--- src/rtl/traffic_sequencer_n_if.sv ---
// -----------------------------------------------------------------------------
// traffic_sequencer_n_if
// Bundles the control inputs and lamp outputs of traffic_sequencer_n.
//   enable         : run request
//   service_btn    : level, service-mode request
//   ped_request    : pedestrian request (pulse is latched inside the sequencer)
//   green/yellow/red : per-direction lamps, N_DIR bits each
//   ped_walk       : pedestrian walk lamp
//   service_active : high while in service (blinking yellow) mode
//   phase_idx      : current/next direction index
//   cycle_done     : one-cycle pulse when phase_idx wraps to 0
// Modports: slave = sequencer side, master = controller/testbench side.
// -----------------------------------------------------------------------------
interface traffic_sequencer_n_if #(
  parameter int N_DIR = 4
);
  localparam int IDX_W = (N_DIR > 1) ? $clog2(N_DIR) : 1;

  logic             enable;
  logic             service_btn;
  logic             ped_request;
  logic [N_DIR-1:0] green;
  logic [N_DIR-1:0] yellow;
  logic [N_DIR-1:0] red;
  logic             ped_walk;
  logic             service_active;
  logic [IDX_W-1:0] phase_idx;
  logic             cycle_done;

  modport slave (
    input  enable, service_btn, ped_request,
    output green, yellow, red, ped_walk, service_active, phase_idx, cycle_done
  );

  modport master (
    output enable, service_btn, ped_request,
    input  green, yellow, red, ped_walk, service_active, phase_idx, cycle_done
  );
endinterface

--- src/rtl/traffic_sequencer_n.sv ---
// -----------------------------------------------------------------------------
// traffic_sequencer_n
// N-direction traffic-light sequencer: green -> yellow -> all-red per direction,
// optional pedestrian walk slot after a clearance, and a blinking-yellow
// service mode. Contains its own tick divider (DIV_FACTOR clk cycles per tick);
// every phase dwell is a whole number of ticks.
// Ports:
//   clk : rising-edge clock
//   rst : synchronous active-high reset
//   bus : traffic_sequencer_n_if.slave (control inputs, lamp outputs)
// All outputs are registered; they are decoded from the next-state values so
// they change on the same edge that registers the new state.
// -----------------------------------------------------------------------------
module traffic_sequencer_n #(
  parameter int N_DIR      = 4,
  parameter int DIV_FACTOR = 10,
  parameter int CNT_W      = 5,
  parameter int T_GREEN    = 8,
  parameter int T_YELLOW   = 3,
  parameter int T_ALL_RED  = 2,
  parameter int T_PED      = 6
) (
  input logic                  clk,
  input logic                  rst,
  traffic_sequencer_n_if.slave bus
);

  localparam int IDX_W = (N_DIR > 1) ? $clog2(N_DIR) : 1;
  localparam int DIV_W = $clog2(DIV_FACTOR);

  localparam logic [DIV_W-1:0] DIV_LAST    = DIV_W'(DIV_FACTOR - 1);
  localparam logic [CNT_W-1:0] GREEN_LAST  = CNT_W'(T_GREEN - 1);
  localparam logic [CNT_W-1:0] YELLOW_LAST = CNT_W'(T_YELLOW - 1);
  localparam logic [CNT_W-1:0] CLR_LAST    = CNT_W'(T_ALL_RED - 1);
  localparam logic [CNT_W-1:0] PED_LAST    = CNT_W'(T_PED - 1);
  localparam logic [IDX_W-1:0] IDX_LAST    = IDX_W'(N_DIR - 1);

  typedef enum logic [2:0] {
    S_IDLE    = 3'd0,
    S_GREEN   = 3'd1,
    S_YELLOW  = 3'd2,
    S_CLR     = 3'd3,
    S_PED     = 3'd4,
    S_PED_CLR = 3'd5,
    S_SERVICE = 3'd6
  } state_t;

  state_t           r_state;
  logic [DIV_W-1:0] r_div;
  logic [CNT_W-1:0] r_cnt;
  logic [IDX_W-1:0] r_idx;
  logic             r_blink;
  logic             r_ped_pending;
  logic [N_DIR-1:0] r_green;
  logic [N_DIR-1:0] r_yellow;
  logic [N_DIR-1:0] r_red;
  logic             r_ped_walk;
  logic             r_service_active;
  logic             r_cycle_done;

  state_t           w_next_state;
  logic             w_tick;
  logic             w_at_last;
  logic             w_dwell_done;
  logic             w_entry;
  logic             w_wrap;
  logic [IDX_W-1:0] w_idx_next;
  logic             w_blink_next;
  logic [N_DIR-1:0] w_onehot;
  logic [N_DIR-1:0] w_green_d;
  logic [N_DIR-1:0] w_yellow_d;
  logic [N_DIR-1:0] w_red_d;
  logic             w_ped_walk_d;
  logic             w_service_active_d;

  assign w_tick       = (r_div == DIV_LAST);
  assign w_dwell_done = w_tick && w_at_last;
  assign w_entry      = (w_next_state != r_state);
  assign w_wrap       = (r_state == S_YELLOW) && w_dwell_done && (r_idx == IDX_LAST);

  // Selects the last-tick count of the current state's dwell.
  always_comb begin
    w_at_last = 1'b0;
    case (r_state)
      S_GREEN:   w_at_last = (r_cnt == GREEN_LAST);
      S_YELLOW:  w_at_last = (r_cnt == YELLOW_LAST);
      S_CLR:     w_at_last = (r_cnt == CLR_LAST);
      S_PED:     w_at_last = (r_cnt == PED_LAST);
      S_PED_CLR: w_at_last = (r_cnt == CLR_LAST);
      default:   w_at_last = 1'b0;
    endcase
  end

  // Next-state logic, together with the next direction index and blink phase.
  always_comb begin
    w_next_state = r_state;
    case (r_state)
      S_IDLE: begin
        if (bus.service_btn)  w_next_state = S_SERVICE;
        else if (bus.enable)  w_next_state = S_GREEN;
        else                  w_next_state = S_IDLE;
      end
      S_GREEN: begin
        // Service truncates green immediately.
        if (bus.service_btn || w_dwell_done) w_next_state = S_YELLOW;
        else                                 w_next_state = S_GREEN;
      end
      S_YELLOW: begin
        if (w_dwell_done) w_next_state = S_CLR;
        else              w_next_state = S_YELLOW;
      end
      S_CLR: begin
        if (w_dwell_done) begin
          if (bus.service_btn)     w_next_state = S_SERVICE;
          else if (!bus.enable)    w_next_state = S_IDLE;
          else if (r_ped_pending)  w_next_state = S_PED;
          else                     w_next_state = S_GREEN;
        end else begin
          w_next_state = S_CLR;
        end
      end
      S_PED: begin
        if (w_dwell_done) w_next_state = S_PED_CLR;
        else              w_next_state = S_PED;
      end
      S_PED_CLR: begin
        if (w_dwell_done) begin
          if (bus.service_btn) w_next_state = S_SERVICE;
          else                 w_next_state = S_GREEN;
        end else begin
          w_next_state = S_PED_CLR;
        end
      end
      S_SERVICE: begin
        if (!bus.service_btn) w_next_state = S_PED_CLR;
        else                  w_next_state = S_SERVICE;
      end
      default: w_next_state = S_IDLE;
    endcase

    // Direction advances as yellow ends; leaving service restarts at 0.
    w_idx_next = r_idx;
    if ((r_state == S_YELLOW) && w_dwell_done) begin
      if (r_idx == IDX_LAST) w_idx_next = {IDX_W{1'b0}};
      else                   w_idx_next = r_idx + IDX_W'(1);
    end else if ((r_state == S_SERVICE) && !bus.service_btn) begin
      w_idx_next = {IDX_W{1'b0}};
    end else begin
      w_idx_next = r_idx;
    end

    w_blink_next = r_blink;
    if ((w_next_state == S_SERVICE) && w_entry) w_blink_next = 1'b1;
    else if ((r_state == S_SERVICE) && w_tick)  w_blink_next = ~r_blink;
    else                                        w_blink_next = r_blink;
  end

  // State, direction index and blink registers.
  always_ff @(posedge clk) begin
    if (rst) begin
      r_state <= S_IDLE;
      r_idx   <= {IDX_W{1'b0}};
      r_blink <= 1'b0;
    end else begin
      r_state <= w_next_state;
      r_idx   <= w_idx_next;
      r_blink <= w_blink_next;
    end
  end

  // Tick divider and dwell counter; both restart on every state entry.
  always_ff @(posedge clk) begin
    if (rst || w_entry) begin
      r_div <= {DIV_W{1'b0}};
      r_cnt <= {CNT_W{1'b0}};
    end else if (w_tick) begin
      r_div <= {DIV_W{1'b0}};
      r_cnt <= r_cnt + CNT_W'(1);
    end else begin
      r_div <= r_div + DIV_W'(1);
      r_cnt <= r_cnt;
    end
  end

  // Pedestrian request latch; entering PED clears it and wins over a new request.
  always_ff @(posedge clk) begin
    if (rst) begin
      r_ped_pending <= 1'b0;
    end else if (w_entry && (w_next_state == S_PED)) begin
      r_ped_pending <= 1'b0;
    end else if (bus.ped_request) begin
      r_ped_pending <= 1'b1;
    end else begin
      r_ped_pending <= r_ped_pending;
    end
  end

  // Lamp decode from the next state so registered lamps track the state edge.
  always_comb begin
    w_onehot           = {N_DIR{1'b0}};
    w_green_d          = {N_DIR{1'b0}};
    w_yellow_d         = {N_DIR{1'b0}};
    w_red_d            = {N_DIR{1'b1}};
    w_ped_walk_d       = 1'b0;
    w_service_active_d = 1'b0;
    for (int i = 0; i < N_DIR; i++) begin
      w_onehot[i] = (w_idx_next == IDX_W'(i));
    end
    case (w_next_state)
      S_GREEN: begin
        w_green_d = w_onehot;
        w_red_d   = ~w_onehot;
      end
      S_YELLOW: begin
        w_yellow_d = w_onehot;
        w_red_d    = ~w_onehot;
      end
      S_PED: begin
        w_ped_walk_d = 1'b1;
      end
      S_SERVICE: begin
        w_yellow_d         = {N_DIR{w_blink_next}};
        w_red_d            = {N_DIR{1'b0}};
        w_service_active_d = 1'b1;
      end
      default: begin
        w_red_d = {N_DIR{1'b1}};
      end
    endcase
  end

  // Output registers.
  always_ff @(posedge clk) begin
    if (rst) begin
      r_green          <= {N_DIR{1'b0}};
      r_yellow         <= {N_DIR{1'b0}};
      r_red            <= {N_DIR{1'b1}};
      r_ped_walk       <= 1'b0;
      r_service_active <= 1'b0;
      r_cycle_done     <= 1'b0;
    end else begin
      r_green          <= w_green_d;
      r_yellow         <= w_yellow_d;
      r_red            <= w_red_d;
      r_ped_walk       <= w_ped_walk_d;
      r_service_active <= w_service_active_d;
      r_cycle_done     <= w_wrap;
    end
  end

  assign bus.green          = r_green;
  assign bus.yellow         = r_yellow;
  assign bus.red            = r_red;
  assign bus.ped_walk       = r_ped_walk;
  assign bus.service_active = r_service_active;
  assign bus.phase_idx      = r_idx;
  assign bus.cycle_done     = r_cycle_done;

endmodule

--- src/flat_wrapper.sv ---
// flat-port wrapper written by rule: the top's interface ports become plain ports
module traffic_sequencer_n_flat 
#(
  parameter int N_DIR      = 4,
  parameter int DIV_FACTOR = 10,
  parameter int CNT_W      = 5,
  parameter int T_GREEN    = 8,
  parameter int T_YELLOW   = 3,
  parameter int T_ALL_RED  = 2,
  parameter int T_PED      = 6
)
  (clk, rst, bus_enable, bus_service_btn, bus_ped_request, bus_green, bus_yellow, bus_red, bus_ped_walk, bus_service_active, bus_phase_idx, bus_cycle_done);
  traffic_sequencer_n_if #(.N_DIR(N_DIR)) bus_i ();
  input logic clk;
  input logic rst;
  input wire logic [$bits(bus_i.enable)-1:0] bus_enable;
  input wire logic [$bits(bus_i.service_btn)-1:0] bus_service_btn;
  input wire logic [$bits(bus_i.ped_request)-1:0] bus_ped_request;
  output wire logic [$bits(bus_i.green)-1:0] bus_green;
  output wire logic [$bits(bus_i.yellow)-1:0] bus_yellow;
  output wire logic [$bits(bus_i.red)-1:0] bus_red;
  output wire logic [$bits(bus_i.ped_walk)-1:0] bus_ped_walk;
  output wire logic [$bits(bus_i.service_active)-1:0] bus_service_active;
  output wire logic [$bits(bus_i.phase_idx)-1:0] bus_phase_idx;
  output wire logic [$bits(bus_i.cycle_done)-1:0] bus_cycle_done;
  assign bus_i.enable = bus_enable;
  assign bus_i.service_btn = bus_service_btn;
  assign bus_i.ped_request = bus_ped_request;
  assign bus_green = bus_i.green;
  assign bus_yellow = bus_i.yellow;
  assign bus_red = bus_i.red;
  assign bus_ped_walk = bus_i.ped_walk;
  assign bus_service_active = bus_i.service_active;
  assign bus_phase_idx = bus_i.phase_idx;
  assign bus_cycle_done = bus_i.cycle_done;
  traffic_sequencer_n #(.N_DIR(N_DIR), .DIV_FACTOR(DIV_FACTOR), .CNT_W(CNT_W), .T_GREEN(T_GREEN), .T_YELLOW(T_YELLOW), .T_ALL_RED(T_ALL_RED), .T_PED(T_PED)) u_core (.clk(clk), .rst(rst), .bus(bus_i));
endmodule
--- config.mk ---
export PLATFORM = sky130hd
export DESIGN_NAME = traffic_sequencer_n_flat
export DESIGN_NICKNAME = d
export VERILOG_FILES = /design/src/rtl/traffic_sequencer_n_if.sv /design/src/rtl/traffic_sequencer_n.sv /design/src/flat_wrapper.sv
export SDC_FILE = /design/constraint.sdc
export NUM_CORES = 1
export LEC_CHECK = 0
export BUFFER_PORTS_ARGS = -buffer_cell sky130_fd_sc_hd__buf_2
export CAP_MARGIN = 20
export CORE_ASPECT_RATIO = 1.25
export CORE_MARGIN = 4
export CORE_UTILIZATION = 52
export DETAILED_ROUTE_END_ITERATION = 8
export PLACE_DENSITY = 0.84
export SLEW_MARGIN = 20
export SYNTH_ARGS = -nofsm -noshare
export SYNTH_HDL_FRONTEND = slang
export SYNTH_SLANG_ARGS = --single-unit
--- constraint.sdc ---
create_clock -name clk -period 2.2 [get_ports clk]
set_input_delay 0.11 -clock clk [delete_from_list [all_inputs] [get_ports clk]]
set_output_delay 0.11 -clock clk [all_outputs]
set_load 0.01 [all_outputs]
==> flow_summary.ini <==
[placed_design]
gp_congestion = 0.9927
place_area_um2 = 2166
pre_cts_ws_ps = -46.03
dp_hpwl_mm = 3.398
port_buffers = 21
place_inst = 296

[clocking]
cts_tree = yes
clk_path_buf_depth = 2
cts-root-buf = clkbuf_8
cts.sinks = 31
htree_levels = 2
cts_buffers = 5
insertion_delay_ps = 300
cts.clk_slew.worst_paths_ps = 80

[die]
io-pin-count = 22
die_height_um = 73.68
num_rows = 23
die_area_um2 = 4460
dieWidth_um = 60.54
core_um2 = 3252
start_util = 0.5518

[setup_path]
r2r-start = u_core.r_state[1]$_SDFF_PP0_
rrSetupSlack_ps = -240
r2r_end = u_core.bus.red[1]$_SDFF_PP1_
crit_type = reg2reg
critPathMaxFanout = 5
worst_setup_path_end_kind = flip-flop
r2r_cells = 9
start_kind = flip-flop
crit_required_ps = 2380
cp-startpoint = u_core.r_state[1]$_SDFF_PP0_
arrival_ps = 2610

[final_layout]
post-route-util = 0.8800
fillers = 128
n_antenna_cell = 0
drive_gt1_frac = 0.5372
fin_area_um2 = 2861
area_delta_synth_final_pct = 59.48
final_cells = 333
fin_nets = 304

[worst_hold_path]
worstHoldPathCells = 3
hp-class = in2reg
hp-start = bus_ped_request
hold_path_end = u_core.r_ped_pending$_SDFFE_PP0P_

[sta]
maxSlewViolCount = 0
finalHoldViolCount = 0
setup_tns_ps = -2669
worst_pin_slew_ps = 497.0
post-route-period-util = 1.109
fmax_mhz = 410.0
setup_slack_ps = -238.9
fin_worst_skew_ps = 15.75
min_period_ps = 2439
rsz0062_at_grt = true
timing.hold.ws_ps = 98.84
setup_viol = 26
max_slew_margin = 0.6672

[power]
p_leak_nw = 1.144
p_sw_mw = 0.7013
combPwrFrac = 0.400
powerDensity_nw_per_um2 = 684.2
power.internal_mw = 1.257
p_sw_frac = 0.3582
total_power_mw = 1.958
power.share.clock = 0.268
power_frac_seq = 0.331
ir_worst_vdd_mv = 0.5561

[logic_synthesis]
yosys.cell_count.top_type = dfxtp_1
synth_top_cells_by_area = dfxtp_1, a21oi_1, nor2_1
ys_async_sr_fraction = 0
ys_seq_area_frac = 0.3459
synthTopCellsByCount = dfxtp_1, nor2_1, a21oi_1, nand2_1, nand2b_1
synth_top_area_frac = 0.3459
ys_ff_latch = 31
synth_nets = 224
synth-edff-count = 0
yosysTopAreaCell = dfxtp_1
netlist_area_um2 = 1794
synth_area_per_cell_um2 = 8.345
netlist_instances = 215
synthDistinctLibCells = 57
yosysWarningCount = 0
ys.flop_type = dfxtp_1

[route]
post_drt_wl_per_cell_um = 24.66
vias = 2366
drtPass1Iterations = 6
postRouteAntennaNets = 0
first_iter_violations = 400
post_drt_via_cell_ratio = 7.105
drt-total-wl_mm = 8.211
drc = 0

[global_routing]
grt_pass1_vias = 1816
grt-ovfl-total = 0
grt_pass1_wl_mm = 8.293
grt_max_degree = 15
grt_usage = 0.2519
antenna_found_initial = 0

[status]
failed_checks = negative setup slack
outcome = complete, but fails checks

[job]
max_cap_violations = 0
==> logic make-up (layout without fill, tap and decap cells) <==
logic type,count (synthesis),count (layout),synth area share
adders and majority gates,4,4,0.02790
xor gates and xnor gates,10,10,0.05300
buffers and inverters,19,99,0.04393
and+or+nand+nor,91,91,0.2796
DFF,31,31,0.3459
AOI/OAI and AO/OA,60,61,0.2497
==> layout make-up <==
type | instances | area, µm² | area share
Tap cell | 37 | 46.29 | 0.01618
Clock inverter | 1 | 7.507 | 0.002624
Inverter | 9 | 33.78 | 0.01181
Clock buffer | 7 | 96.34 | 0.03367
Sequential cell | 31 | 634.4 | 0.2217
Timing Repair Buffer | 82 | 601.8 | 0.2103
Multi-Input combinational cell | 166 | 1441 | 0.5037
==> worst max-delay path by stage <==
stage                                              endpoint  cells past startpoint
after global routing           u_core.bus.red[2]$_SDFF_PP1_                      9
after detailed placement  u_core.r_ped_pending$_SDFFE_PP0P_                      7
after floorplan                u_core.bus.red[2]$_SDFF_PP1_                      8
after global placement            u_core.r_blink$_SDFF_PP0_                      8
final                          u_core.bus.red[1]$_SDFF_PP1_                      9
after CTS                      u_core.bus.red[3]$_SDFF_PP1_                      9
==> per-layer routing <==
metal  share of wire  vias up  track usage
li1                -      938            -
met1            0.34     1068       0.2842
met2            0.45      257       0.4207
met3            0.12      103      0.05975
met4           0.094        0       0.1518
met5               0        -            0
==> critical path: stages, from the launching register on <==
cell and delay, ps:
dfxtp_4 370, buf_4 140, nand2b_1 170, buf_4 170
o221ai_1 250, and2_2 260, nand3_1 200, o32ai_2 420
nor2b_2 270, a211oi_2 70
==> power groups by stage <==
stage	registers, mW	clock network [mW]	logic, mW
after floorplan	0.663	0	0.256
after global placement	0.645	0	0.455
after detailed placement	0.648	0	0.461
after CTS	0.637	0.510	0.531
after global routing	0.651	0.549	0.811
final	0.649	0.525	0.784
==> sequential cells by signal, indices dropped and copies added, names as in the netlist <==
name and flops:
u_core.r_cnt 5, u_core.bus.green 4, u_core.bus.red 4, u_core.bus.yellow 4
u_core.r_div 4, u_core.r_state 3, u_core.bus.phase_idx 2, u_core.bus.cycle_done 1
u_core.bus.ped_walk 1, u_core.bus.service_active 1, u_core.r_blink 1, u_core.r_ped_pending 1
==> placed cells by master (no fill, tap or decap), types with 3 or more instances in the layout <==
master    count
buf_6         7
nor2_1       19
dfxtp_4       3
nand3b_1      3
a21oi_1      13
nand3_1       3
inv_1         8
and3_1        3
dfxtp_1      26
buf_4        53
nand2_1      12
nor2b_1       3
o21ai_2       3
nor3_2        4
xnor2_1       5
ha_1          3
nand2b_1      9
xor2_1        4
clkbuf_8      7
nor2_2        3
nand4_1       3
buf_2        21
a21oi_2       6
==> repair_timing <==
item / 4_1_cts / 5_1_grt
pin swaps: 8 / 30
hold buffers: 0 / 0
cloned: 1 / 0
gates resized for setup: 18 / 62
buffers inserted: 8 / 21
setup endpoints to repair: 13 / 26
Note: power is estimated with default switching activity, not from simulation.
